===== config.mk =====
export PLATFORM = sky130hd
export DESIGN_NAME = window_gen
export DESIGN_NICKNAME = d
export VERILOG_FILES = /design/src/rtl/cnn_pkg.sv /design/src/rtl/line_buffer.sv /design/src/rtl/window_gen.sv
export SDC_FILE = /design/constraint.sdc
export NUM_CORES = 1
export LEC_CHECK = 0
export CAP_MARGIN = 25
export CORE_UTILIZATION = 65
export DETAILED_ROUTE_END_ITERATION = 6
export PLACE_DENSITY = 0.84
export SYNTH_ARGS = -nofsm -noshare
export SYNTH_HDL_FRONTEND = slang
export SYNTH_HIERARCHICAL = 1
export SYNTH_SLANG_ARGS = --single-unit

===== constraint.sdc =====
create_clock -name clk -period 5.9 [get_ports clk]
set_input_delay 1.77 -clock clk [delete_from_list [all_inputs] [get_ports clk]]
set_output_delay 1.77 -clock clk [all_outputs]
set_load 0.05 [all_outputs]

===== src/rtl/cnn_pkg.sv =====
// Shared constants and types for the CNN front-end blocks.
package cnn_pkg;

  localparam int DEFAULT_IMG_WIDTH  = 28;
  localparam int DEFAULT_IMG_HEIGHT = 28;
  localparam int DEFAULT_KDIM       = 3;
  localparam int DEFAULT_DATA_WIDTH = 8;

  typedef logic [DEFAULT_DATA_WIDTH-1:0] pixel_t;

  typedef enum logic {
    FILL   = 1'b0,
    STREAM = 1'b1
  } state_t;

endpackage


===== src/rtl/line_buffer.sv =====
// One image row of pixel storage; combinational read of the old value,
// write of the new value at the same address on the clock edge.
module line_buffer
  import cnn_pkg::*;
#(
  parameter int DEPTH      = DEFAULT_IMG_WIDTH,
  parameter int DATA_WIDTH = DEFAULT_DATA_WIDTH,
  localparam int AW        = (DEPTH > 1) ? $clog2(DEPTH) : 1
) (
  input  logic                  clk,
  input  logic                  we,
  input  logic [AW-1:0]         addr,
  input  logic [DATA_WIDTH-1:0] din,
  output logic [DATA_WIDTH-1:0] dout
);

  logic [DATA_WIDTH-1:0] mem [0:DEPTH-1];

  assign dout = mem[addr];

  always_ff @(posedge clk) begin
    if (we) mem[addr] <= din;
  end

endmodule


===== src/rtl/window_gen.sv =====
// Sliding KDIMxKDIM window generator over a raster pixel stream ("valid"
// windows only), feeding the convolver with a one-cycle strobe per window.
module window_gen
  import cnn_pkg::*;
#(
  parameter int IMG_WIDTH  = DEFAULT_IMG_WIDTH,
  parameter int IMG_HEIGHT = DEFAULT_IMG_HEIGHT,
  parameter int KDIM       = DEFAULT_KDIM,
  parameter int DATA_WIDTH = DEFAULT_DATA_WIDTH
) (
  input  logic                  clk,
  input  logic                  rst,
  input  logic                  pix_valid,
  input  logic                  pix_sof,
  input  logic [DATA_WIDTH-1:0] pix_data,
  output logic [DATA_WIDTH-1:0] window [0:KDIM*KDIM-1],
  output logic                  window_valid,
  output logic                  frame_done
);

  localparam int CW = (IMG_WIDTH > 1) ? $clog2(IMG_WIDTH) : 1;
  localparam int RW = (IMG_HEIGHT > 1) ? $clog2(IMG_HEIGHT) : 1;
  localparam int KS = KDIM * KDIM;

  logic [CW-1:0] col, eff_col, col_nxt;
  logic [RW-1:0] row, eff_row, row_nxt;
  state_t        state, eff_state, state_nxt;
  logic          at_row_end, at_frame_end, emit;

  logic [DATA_WIDTH-1:0] lb_din  [0:KDIM-2];
  logic [DATA_WIDTH-1:0] lb_out  [0:KDIM-2];
  logic [DATA_WIDTH-1:0] col_vec [0:KDIM-1];

  // A start-of-frame pixel overrides the counters and state as if at (0,0).
  always_comb begin
    eff_col      = pix_sof ? '0 : col;
    eff_row      = pix_sof ? '0 : row;
    eff_state    = pix_sof ? FILL : state;
    at_row_end   = (eff_col == CW'(IMG_WIDTH - 1));
    at_frame_end = at_row_end && (eff_row == RW'(IMG_HEIGHT - 1));
    col_nxt      = at_row_end ? '0 : eff_col + CW'(1);
    row_nxt      = eff_row;
    if (at_row_end) row_nxt = at_frame_end ? '0 : eff_row + RW'(1);
  end

  always_ff @(posedge clk or negedge rst) begin
    if (!rst) begin
      col   <= '0;
      row   <= '0;
      state <= FILL;
    end else if (pix_valid) begin
      col   <= col_nxt;
      row   <= row_nxt;
      state <= state_nxt;
    end
  end

  always_comb begin
    state_nxt = state;
    if (pix_valid) begin
      case (eff_state)
        FILL:    state_nxt = (at_row_end && eff_row == RW'(KDIM - 2)) ? STREAM : FILL;
        STREAM:  state_nxt = at_frame_end ? FILL : STREAM;
        default: state_nxt = FILL;
      endcase
    end
  end

  always_comb begin
    emit = pix_valid && (eff_state == STREAM) && (eff_col >= CW'(KDIM - 1));
  end

  // Line buffer chain: lb[0] holds the newest buffered row.
  assign lb_din[0] = pix_data;
  for (genvar i = 1; i < KDIM - 1; i++) begin : g_chain
    assign lb_din[i] = lb_out[i-1];
  end

  for (genvar i = 0; i < KDIM - 1; i++) begin : g_lb
    line_buffer #(
      .DEPTH      (IMG_WIDTH),
      .DATA_WIDTH (DATA_WIDTH)
    ) u_lb (
      .clk  (clk),
      .we   (pix_valid),
      .addr (eff_col),
      .din  (lb_din[i]),
      .dout (lb_out[i])
    );
  end

  for (genvar r = 0; r < KDIM - 1; r++) begin : g_colvec
    assign col_vec[r] = lb_out[KDIM-2-r];
  end
  assign col_vec[KDIM-1] = pix_data;

  always_ff @(posedge clk or negedge rst) begin
    if (!rst) begin
      for (int i = 0; i < KS; i++) window[i] <= '0;
    end else if (pix_valid) begin
      for (int r = 0; r < KDIM; r++) begin
        for (int c = 0; c < KDIM - 1; c++) window[r*KDIM+c] <= window[r*KDIM+c+1];
        window[r*KDIM+KDIM-1] <= col_vec[r];
      end
    end
  end

  always_ff @(posedge clk or negedge rst) begin
    if (!rst) begin
      window_valid <= 1'b0;
      frame_done   <= 1'b0;
    end else begin
      window_valid <= emit;
      frame_done   <= emit && at_frame_end;
    end
  end

endmodule


; ---- Word-level counts from Yosys, hierarchy flattened
; Memories as Yosys holds them, arrays and structs flattened. A register that Yosys moved wholly into a read port is not among the register bits.
; Index checks and enable logic that the tools add are counted.
; Widths: inputs -> output; s select.
[totals]
register_bits = 77
inputBits = 12
mem_bits_rw = 448
out_inout_bits = 74
elab_cells = 39
n_memories = 2
[memory_table]
columns = memory, words, width, read_ports, rd_clocked_by_memory_dff, write_ports, line_no
row1 = g_lb[0].u_lb.mem, 28, 8, 1, 0, 1, line_buffer.sv:17  ; logic [DATA_WIDTH-1:0] mem [0:DEPTH-1];
row2 = g_lb[1].u_lb.mem, 28, 8, 1, 1, 1, line_buffer.sv:17
[classes]
eq_ne = 3
add_sub_neg = 2
mux = 11
bitwise_logic = 1
n_reduce_logical = 6
n_lt_le_gt_ge = 1
[ops]
columns = op, n
row1 = $mux 5, 5
row2 = $add 5x1->5 const B, 2
row3 = $eq 5x5->1 const B, 2
row4 = $eq 5x1->1 const B, 1
row5 = $ge 5x2->1 const B, 1
row6 = $logic_and 1x1->1, 5
row7 = $mux 1, 5
row8 = $pmux 1 s2, 1
row9 = $logic_not 1->1, 1
row10 = $not 1->1, 1

; ---- Logic depth before layout (Yosys ltp)
; Gate-level depths: netlist (run 1).
[logic_depth]
depth_word = 5
mapped_depth = 10
ltp_nobuf = 7

; ---- Modules after synthesis
; The synthesis (run 1) kept the hierarchy.
[modules_own_cells]
columns = mod, seq_area_each_um2, instances, cells_per_inst, area_per_inst_um2
row1 = line_buffer, 6726.5, 2, 454, 8799.7
row2 = window_gen, 2127.0, 1, 235, 3455.8

; ---- Least setup slack after synthesis (run 1)
; No wires, ideal clock.
[synth_path]
path_type = input -> register
start = input port pix_sof
end = register window[30] (netlist bit)
cell_stages = 8
path_buffers = 2
slack_ps = 1454
setup_ps = 127
required_time_ps = 5773
t_arrival_ps = 4320
path_cell_list = buf_4 nor2b_1 buf_2 nor2b_1 a221oi_1 o21ai_1 nand4_1 mux2_2
[synth_lines]
columns = element, line_no
row1 = "start, declared", window_gen.sv:14  ; input logic pix_sof,
row2 = "end signal, assigned by index", window_gen.sv:103  ; window[r*KDIM+KDIM-1] <= col_vec[r];
row3 = "end, declared", window_gen.sv:16  ; output logic [DATA_WIDTH-1:0] window [0:KDIM*KDIM-1],

; ---- Worst setup path after layout (run 1)
[layout_path]
start = input port pix_sof
end = register window[52] (netlist bit), read port of g_lb[1].u_lb.mem
[layout_between]
elab_chain_len = 1
[layout_rtl]
columns = element, line_no
row1 = $mux 5, window_gen.sv:36  ; eff_col = pix_sof ? '0 : col;
row2 = via eff_col[0], window_gen.sv:25  ; logic [CW-1:0] col, eff_col, col_nxt;
; The timed path passes the listed nets, and every way through them passes these cells.
; A chain may end at the register's enable or synchronous reset.

==> results.md, run 1 <==
- Status: completed
- Worst path max stage delay: 0.60 ns
- Hold Vio Cnt, Final: 0
- Dpl hpwl: ~28000 um
- Setup TNS: 0 ns
- Worst Path Buf+Inv: 3
- Required @ worst endpoint: 6.35 ns
- Clock Tree Buf Depth: 3
- Worst Hold Class: flip-flop to flip-flop
- Cell-internal power: 7030 uW
- Clock share of power: 0.317
- Clock Sinks: 533
- Crit path max-delay cell type: nor2b_4
- Placed cells: around 1.6k
- Delay-heaviest family, CP: buffers and inverters
- Global-route usage over all layers: 0.293
- Core area: 31700 um^2
- Worst reg-to-reg path cell count: 7
- Router iterations before antenna repair: 7
- Vias in the first global route: roughly 12k
- Post-Syn Nets: approximately 1.2k
- Largest net degree at the start of global routing: 60
- CTS Buf Count: 50
- Root buf cell: clkbuf_16
- Critical path type: input port to flip-flop
- GR Overflow Total: 0
- CTS H-tree depth: 2
- Die Span X: 182 um
- Worst Hold Path Cells: 1
- Later-pin clock latency in the skew report: 0.57 ns
- GPL Wtd Cong: about 0.85
- Most common cell after layout, fill and taps aside: edfxtp_1
- Synth cell types: 51
- Remaining design rule violation count: 0
- Routed WL: 47600 um
- Crit start category: input port
- Setup crit end kind: flip-flop
- Rows: between 60 and 70
- Met2 WL: roughly 25000 um
- Cell Pwr Density: about 410 nW/um^2
- Post_cts resized: 0
- Critical Path AT: just over 5 ns
- RSZ-0062 raised after global routing: no
- Routed Antenna Nets: 0
- Post-Syn Area: between 20000 and 25000 um^2
- I/O pins: 86
- Hold Slack: 0.509 ns
- Hold-fix buffers, CTS: 0
- Slew headroom: 0.273
- Fillers: between 1.5k and 2k
- P&R area growth vs syn: 15.1%
- Vias: 11.5k
- Cell depth of the worst setup path: 8
- Switch Pwr: 2930 uW
- EDFF count, synth: 448
- Peak VDD IR: about 0.45 mV
- Die height: between 150 and 200 um
- Final Non-Filler Cells: 1713
- Logic pwr share: 0.213
- Die area: roughly 33000 um^2
- TritonCTS clock tree: yes
- Most frequent cells in the layout: 448 x edfxtp_1, 89 x mux2i_1, 85 x dfrtp_1
- Top Layer Used: met4
- Lkg Pwr: 0.00801 uW
- Final worst-path cycle share: 0.781
- Clock Skew: 0.0306 ns
- Final setup vio count: 0
- Placed cell area: ~23000 um^2
- Post-route cell area: 24200 um^2
- Sequential share of power: 0.470
- Least-Margin Pin Slew: 1.09 ns
- Main flop type after synthesis: edfxtp_1
- Fraction of layout cells with a size suffix above 1: 0.218
- Initial antenna violation count: 0
- Post-Syn Instances: 1143
- Via density: approximately 6.7
- Synth warn: 6
- CP max FO: 50
- Metal1 wirelength: ~17000 um
- Post-synthesis sequential area ratio: 0.740
- First-pass GRT wire length: about 70000 um
- Clock slew at reported path FFs: approximately 0.060 ns
- Port-buffer cells: 85
- Synth Area per Inst: between 15 and 20 um^2
- Number of synthesized register bits: between 500 and 600
- Crit-path cells: clkdlybuf4s50_1, nor2b_4, buf_12, buf_4, mux4_2, a22oi_1, nand4_1, mux2_2
- Max-cap viol count: 0
- Postcts setup bufs: 0
- Fin crit period: roughly 4.6 ns
- Starting Density: 0.664
- WL per Instance: 27.8 um
- Fmax: around 220 MHz
- DRT iter0 DRCs: about 1.3k
- Fin. max-slew vios: 0
- Final net count: 1284
- Async SR Flop Fraction: 0.159
- Switching part of the total: 0.294
- Met3 wire len: approximately 3700 um
- Antenna diode count: 0
## logic make-up after synthesis
kind of cell,synth area share
adders and majority gates,0.00119
DFF,0.740
AOI/OAI and AO/OA,0.0303
buffers and inverters,0.0192
muxes,0.155
and+or+nand+nor,0.0547
## stage by stage
| step | power [uW] | utilization | setup WS (ns) |
|---|---|---|---|
| 2_1_floorplan | 6010 | - | 1.45 |
| 3_3_place_gp | 6750 | 0.708 | 0.751 |
| 3_5_place_dp | 6820 | 0.710 | 0.691 |
| 4_1_cts | 9960 | 0.760 | 1.28 |
| 5_1_grt | 10200 | 0.764 | 1.07 |
| 6_report | 9960 | 0.764 | 1.29 |
## flip-flops by register name, indices dropped and copies added (netlist names)
name           count
window            72
window_valid       1
col                5
row                5
frame_done         1
state              1
g_lb.u_lb/mem    448
## Yosys cell counts (17+ instances only)
| master | number | area share |
|---|---|---|
| mux4_2 | 68 | 0.073 |
| edfxtp_1 | 448 | 0.64 |
| a22oi_1 | 24 | 0.0086 |
| nor3_1 | 21 | 0.0050 |
| mux2_2 | 74 | 0.040 |
| nor2_1 | 49 | 0.0087 |
| nand4_1 | 24 | 0.0071 |
| buf_2 | 29 | 0.0069 |
| nor2b_1 | 17 | 0.0051 |
| dfrtp_1 | 85 | 0.10 |
| mux2i_1 | 89 | 0.042 |
| o21ai_1 | 21 | 0.0050 |
| nand2_1 | 49 | 0.0087 |
## worst paths after layout
| path | to | from | slack, ns |
|---|---|---|---|
| setup / recovery | window[52]$_DFFE_PN0P_ | pix_sof | 1.29 |
| hold / removal | window[47]$_DFFE_PN0P_ | window[47]$_DFFE_PN0P_ | 0.51 |
| setup reg to reg | window[52]$_DFFE_PN0P_ | col[0]$_DFFE_PN0P_ | 2.50 |
| hold reg to reg | window[47]$_DFFE_PN0P_ | window[47]$_DFFE_PN0P_ | 0.51 |
| max in group asynchronous | window[1]$_DFFE_PN0P_ | rst | 3.71 |
| min in group asynchronous | window[58]$_DFFE_PN0P_ | rst | 1.29 |
## cell type report
class | count | area (um^2) | area share
sequential | 533 | 15600 | 0.643
multi-input combinational | 538 | 5100 | 0.211
timing repair buffer | 139 | 1400 | 0.0578
clock buffer | 67 | 1350 | 0.0556
tap | 402 | 503 | 0.0208
clock inverter | 26 | 263 | 0.0108
inverter | 8 | 30.0 | 0.00124
## power by group through the flow
stage          sequential [uW]  clock (uW)  combinational (uW)
2_1_floorplan             5340           0                 670
3_3_place_gp              4730           0                2020
3_5_place_dp              4750           0                2080
4_1_cts                   4680        3180                2100
5_1_grt                   4700        3320                2190
6_report                  4680        3160                2120
## metal layers
metal,track usage,vias to the layer above
met5,0,-
met4,0.109,0
met3,0.0521,132
met2,0.507,615
met1,0.375,5945
li1,-,4805
No activity file was read; power rests on OpenSTA's default activity.
==> run 2, diff against run 1 <==
- CORE_UTILIZATION: 65 -> 55
- PLACE_DENSITY: 0.84 -> 0.76
- clock period: 5.9 -> 4.2 ns (I/O delays scaled with it)
==> run 2 against run 1 <==
Clock-buffer cell count shrank 3. Die area grew 18%. Via count decreased by 1.1%. Clock skew decreased by 0.018 ns. First-iteration DRC count fell by 12%. Clock power rose by 42%. Global-route usage fell by 4.8 points. Worst setup slack worse by 0.70 ns. Critical endpoint is now window[29]$_DFFE_PN0P_. Largest power group unchanged. Highest routed layer unchanged.
==> results.md, run 2 (synthesized netlist as in run 1, its figures left out) <==
- Status: completed
- Critical path type: input port to flip-flop
- Lkg Pwr: 0.00838 uW (+4.6%)
- Worst Path Buf+Inv: 5 (+2)
- Largest net degree at the start of global routing: 46 (-23%)
- CP max FO: 29 (-42%)
- Clock Tree Buf Depth: 3 (unchanged)
- Later-pin clock latency in the skew report: 0.57 ns (about the same)
- Fillers: 2471 (+50%)
- Router iterations before antenna repair: 6 (-1)
- Clock slew at reported path FFs: 0.06 ns (about the same)
- Max-cap viol count: 0 (unchanged)
- Antenna diode count: 0 (unchanged)
- Final net count: 1349 (+5.1%)
- Hold Vio Cnt, Final: 0 (unchanged)
- RR Startpoint: col[1]$_DFFE_PN0P_
- Fin crit period: about 3.6 ns
- GR Overflow Total: 0 (unchanged)
- Vias in the first global route: 11.5k (-2.5%)
- I/O pins: 86 (unchanged)
- Biggest regs: g_lb.u_lb/mem (448), window (72)
- Delay-heaviest family, CP: buffers and inverters
- Worst reg-to-reg path cell count: 8 (+1)
- Least-Margin Pin Slew: 1.10 ns (+0.0122 ns)
- Cell depth of the worst setup path: 10 (+2)
- Crit start category: input port
- Reg-to-reg slack, setup: 1.23 ns (-1.27 ns)
- Remaining design rule violation count: 0 (unchanged)
- Root buf cell: clkbuf_16
- Crit path max-delay cell type: mux4_2
- Worst Hold Class: flip-flop to flip-flop
- Peak VDD IR: 0.409 mV (-9.0%)
- Final worst-path cycle share: 0.858
- Setup TNS: 0 ns (unchanged)
- Fraction of layout cells with a size suffix above 1: 0.258 (+0.0397)
- Hold Slack: 0.504 ns (-0.00511 ns)
- TritonCTS clock tree: yes
- Most common cell after layout, fill and taps aside: edfxtp_1
- Clock Sinks: 533 (unchanged)
- Slew headroom: 0.265 (-0.00818)
- Worst path max stage delay: 0.57 ns (-0.03 ns)
- Via density: 6.04 (-10%)
- Required @ worst endpoint: 4.65 ns (-1.70 ns)
- DRT iter0 DRCs: 1116 (-12%)
- RSZ-0062 raised after global routing: no
- Crit. Startpoint: pix_sof
- Rows: 71 (+9.2%)
- Setup crit end kind: flip-flop
- Postcts setup bufs: 0 (unchanged)
- Critical Path AT: 4.05 ns (-1.01 ns)
- Die Span X: 198 um (+8.6%)
- Vias: 11.4k (-1.1%)
- Global-route usage over all layers: 0.245 (-0.0481)
- Crit-path cells: clkdlybuf4s50_1, buf_4, nor2b_4, buf_12, buf_12, mux4_2, o21ai_1, nand4_1, buf_12, mux2_2
- CP Capture Point: window[29]$_DFFE_PN0P_
- Dpl hpwl: 29800 um (+5.0%)
- Largest Register: g_lb.u_lb/mem
- Fmax: 277 MHz
- Hold-fix buffers, CTS: 0 (unchanged)
- Initial antenna violation count: 0 (unchanged)
- CTS Buf Count: 51 (+2.0%)
- Most frequent cells in the layout: 448 x edfxtp_1, 99 x buf_4, 89 x mux2i_1
- Worst path most repeated cell: buf_12
- Die height: 198 um (+8.6%)
- GPL Wtd Cong: 0.902 (+6.7%)
- Max reg flops: 448 (unchanged)
- Final Core Density: 0.663 (-0.101)
- Starting Density: 0.559 (-0.105)
- CTS H-tree depth: 2 (unchanged)
- Fin. max-slew vios: 0 (unchanged)
- Routed WL: 46600 um (-2.0%)
- Worst R2R End: window[54]$_DFFE_PN0P_
- Cell Pwr Density: 564 nW/um^2 (+37%)
- Final setup vio count: 0 (unchanged)
- WL per Instance: 24.8 um (-11%)
- Post_cts resized: 0 (unchanged)
- Die area: 39100 um^2 (+18%)
- Clock Skew: 0.0129 ns (-0.0177 ns)
- Core area: 37700 um^2 (+19%)
- Port-buffer cells: 85 (unchanged)
- P&R area growth vs syn: 18.6%
- First-pass GRT wire length: 70000 um (-2.0%)
- Routed Antenna Nets: 0 (unchanged)
## run 2: cell count changes in the layout (fill, tap and decap cells not counted), sizes merged
cell,change
buf,+65
clkbuf,-4
clkinvlp,+3
clkinv,-1
inv,-1
## run 2: power breakdown
| group | internal (uW) | total (uW) | leakage (uW) | switching (uW) |
|---|---|---|---|---|
| clock | 2610 | 4490 | 0.000794 | 1880 |
| combinational | 1120 | 3040 | 0.00253 | 1920 |
| sequential | 6310 | 6560 | 0.00506 | 246 |
| total | 10000 | 14100 | 0.00838 | 4050 |
## run 2: routing by layer
layer / vias to the layer above / GRT usage / wire length [um]
met5: - / 0 / 0
met4: 0 / 0.0953 / 1700
met3: 105 / 0.0439 / 3540
met2: 509 / 0.400 / 23400
met1: 5837 / 0.329 / 18000
li1: 4925 / - / -
## run 2: layout make-up
class | count | area (um^2) | share of cell area
Multi-Input combinational cell | 538 | 5100 | 0.204
Inverter | 8 | 30.0 | 0.00120
Tap cell | 511 | 639 | 0.0256
Clock buffer | 64 | 1370 | 0.0548
Sequential cell | 533 | 15600 | 0.624
Timing Repair Buffer | 203 | 1990 | 0.0796
Clock inverter | 27 | 263 | 0.0105
## run 2: worst min path at each step
stage | endpoint | slack (ns) | startpoint | depth (start not counted)
2_1_floorplan | row[0]$_DFFE_PN0P_ | 0.46 | row[0]$_DFFE_PN0P_ | 1
3_3_place_gp | row[0]$_DFFE_PN0P_ | 0.48 | row[0]$_DFFE_PN0P_ | 1
3_5_place_dp | row[0]$_DFFE_PN0P_ | 0.49 | row[0]$_DFFE_PN0P_ | 1
4_1_cts | row[0]$_DFFE_PN0P_ | 0.50 | row[0]$_DFFE_PN0P_ | 1
5_1_grt | window[65]$_DFFE_PN0P_ | 0.52 | window[65]$_DFFE_PN0P_ | 1
6_report | window[42]$_DFFE_PN0P_ | 0.50 | window[42]$_DFFE_PN0P_ | 1
## run 2: metrics by stage
stage	total power, uW	instances	cell area, um^2	worst slack (ns)
2_1_floorplan	8440	1143	21100	0.264
3_3_place_gp	9630	1789	23300	0.0611
3_5_place_dp	9710	1790	23300	0.0369
4_1_cts	14200	1881	24900	0.630
5_1_grt	14500	1884	25000	0.555
6_report	14100	1884	25000	0.596
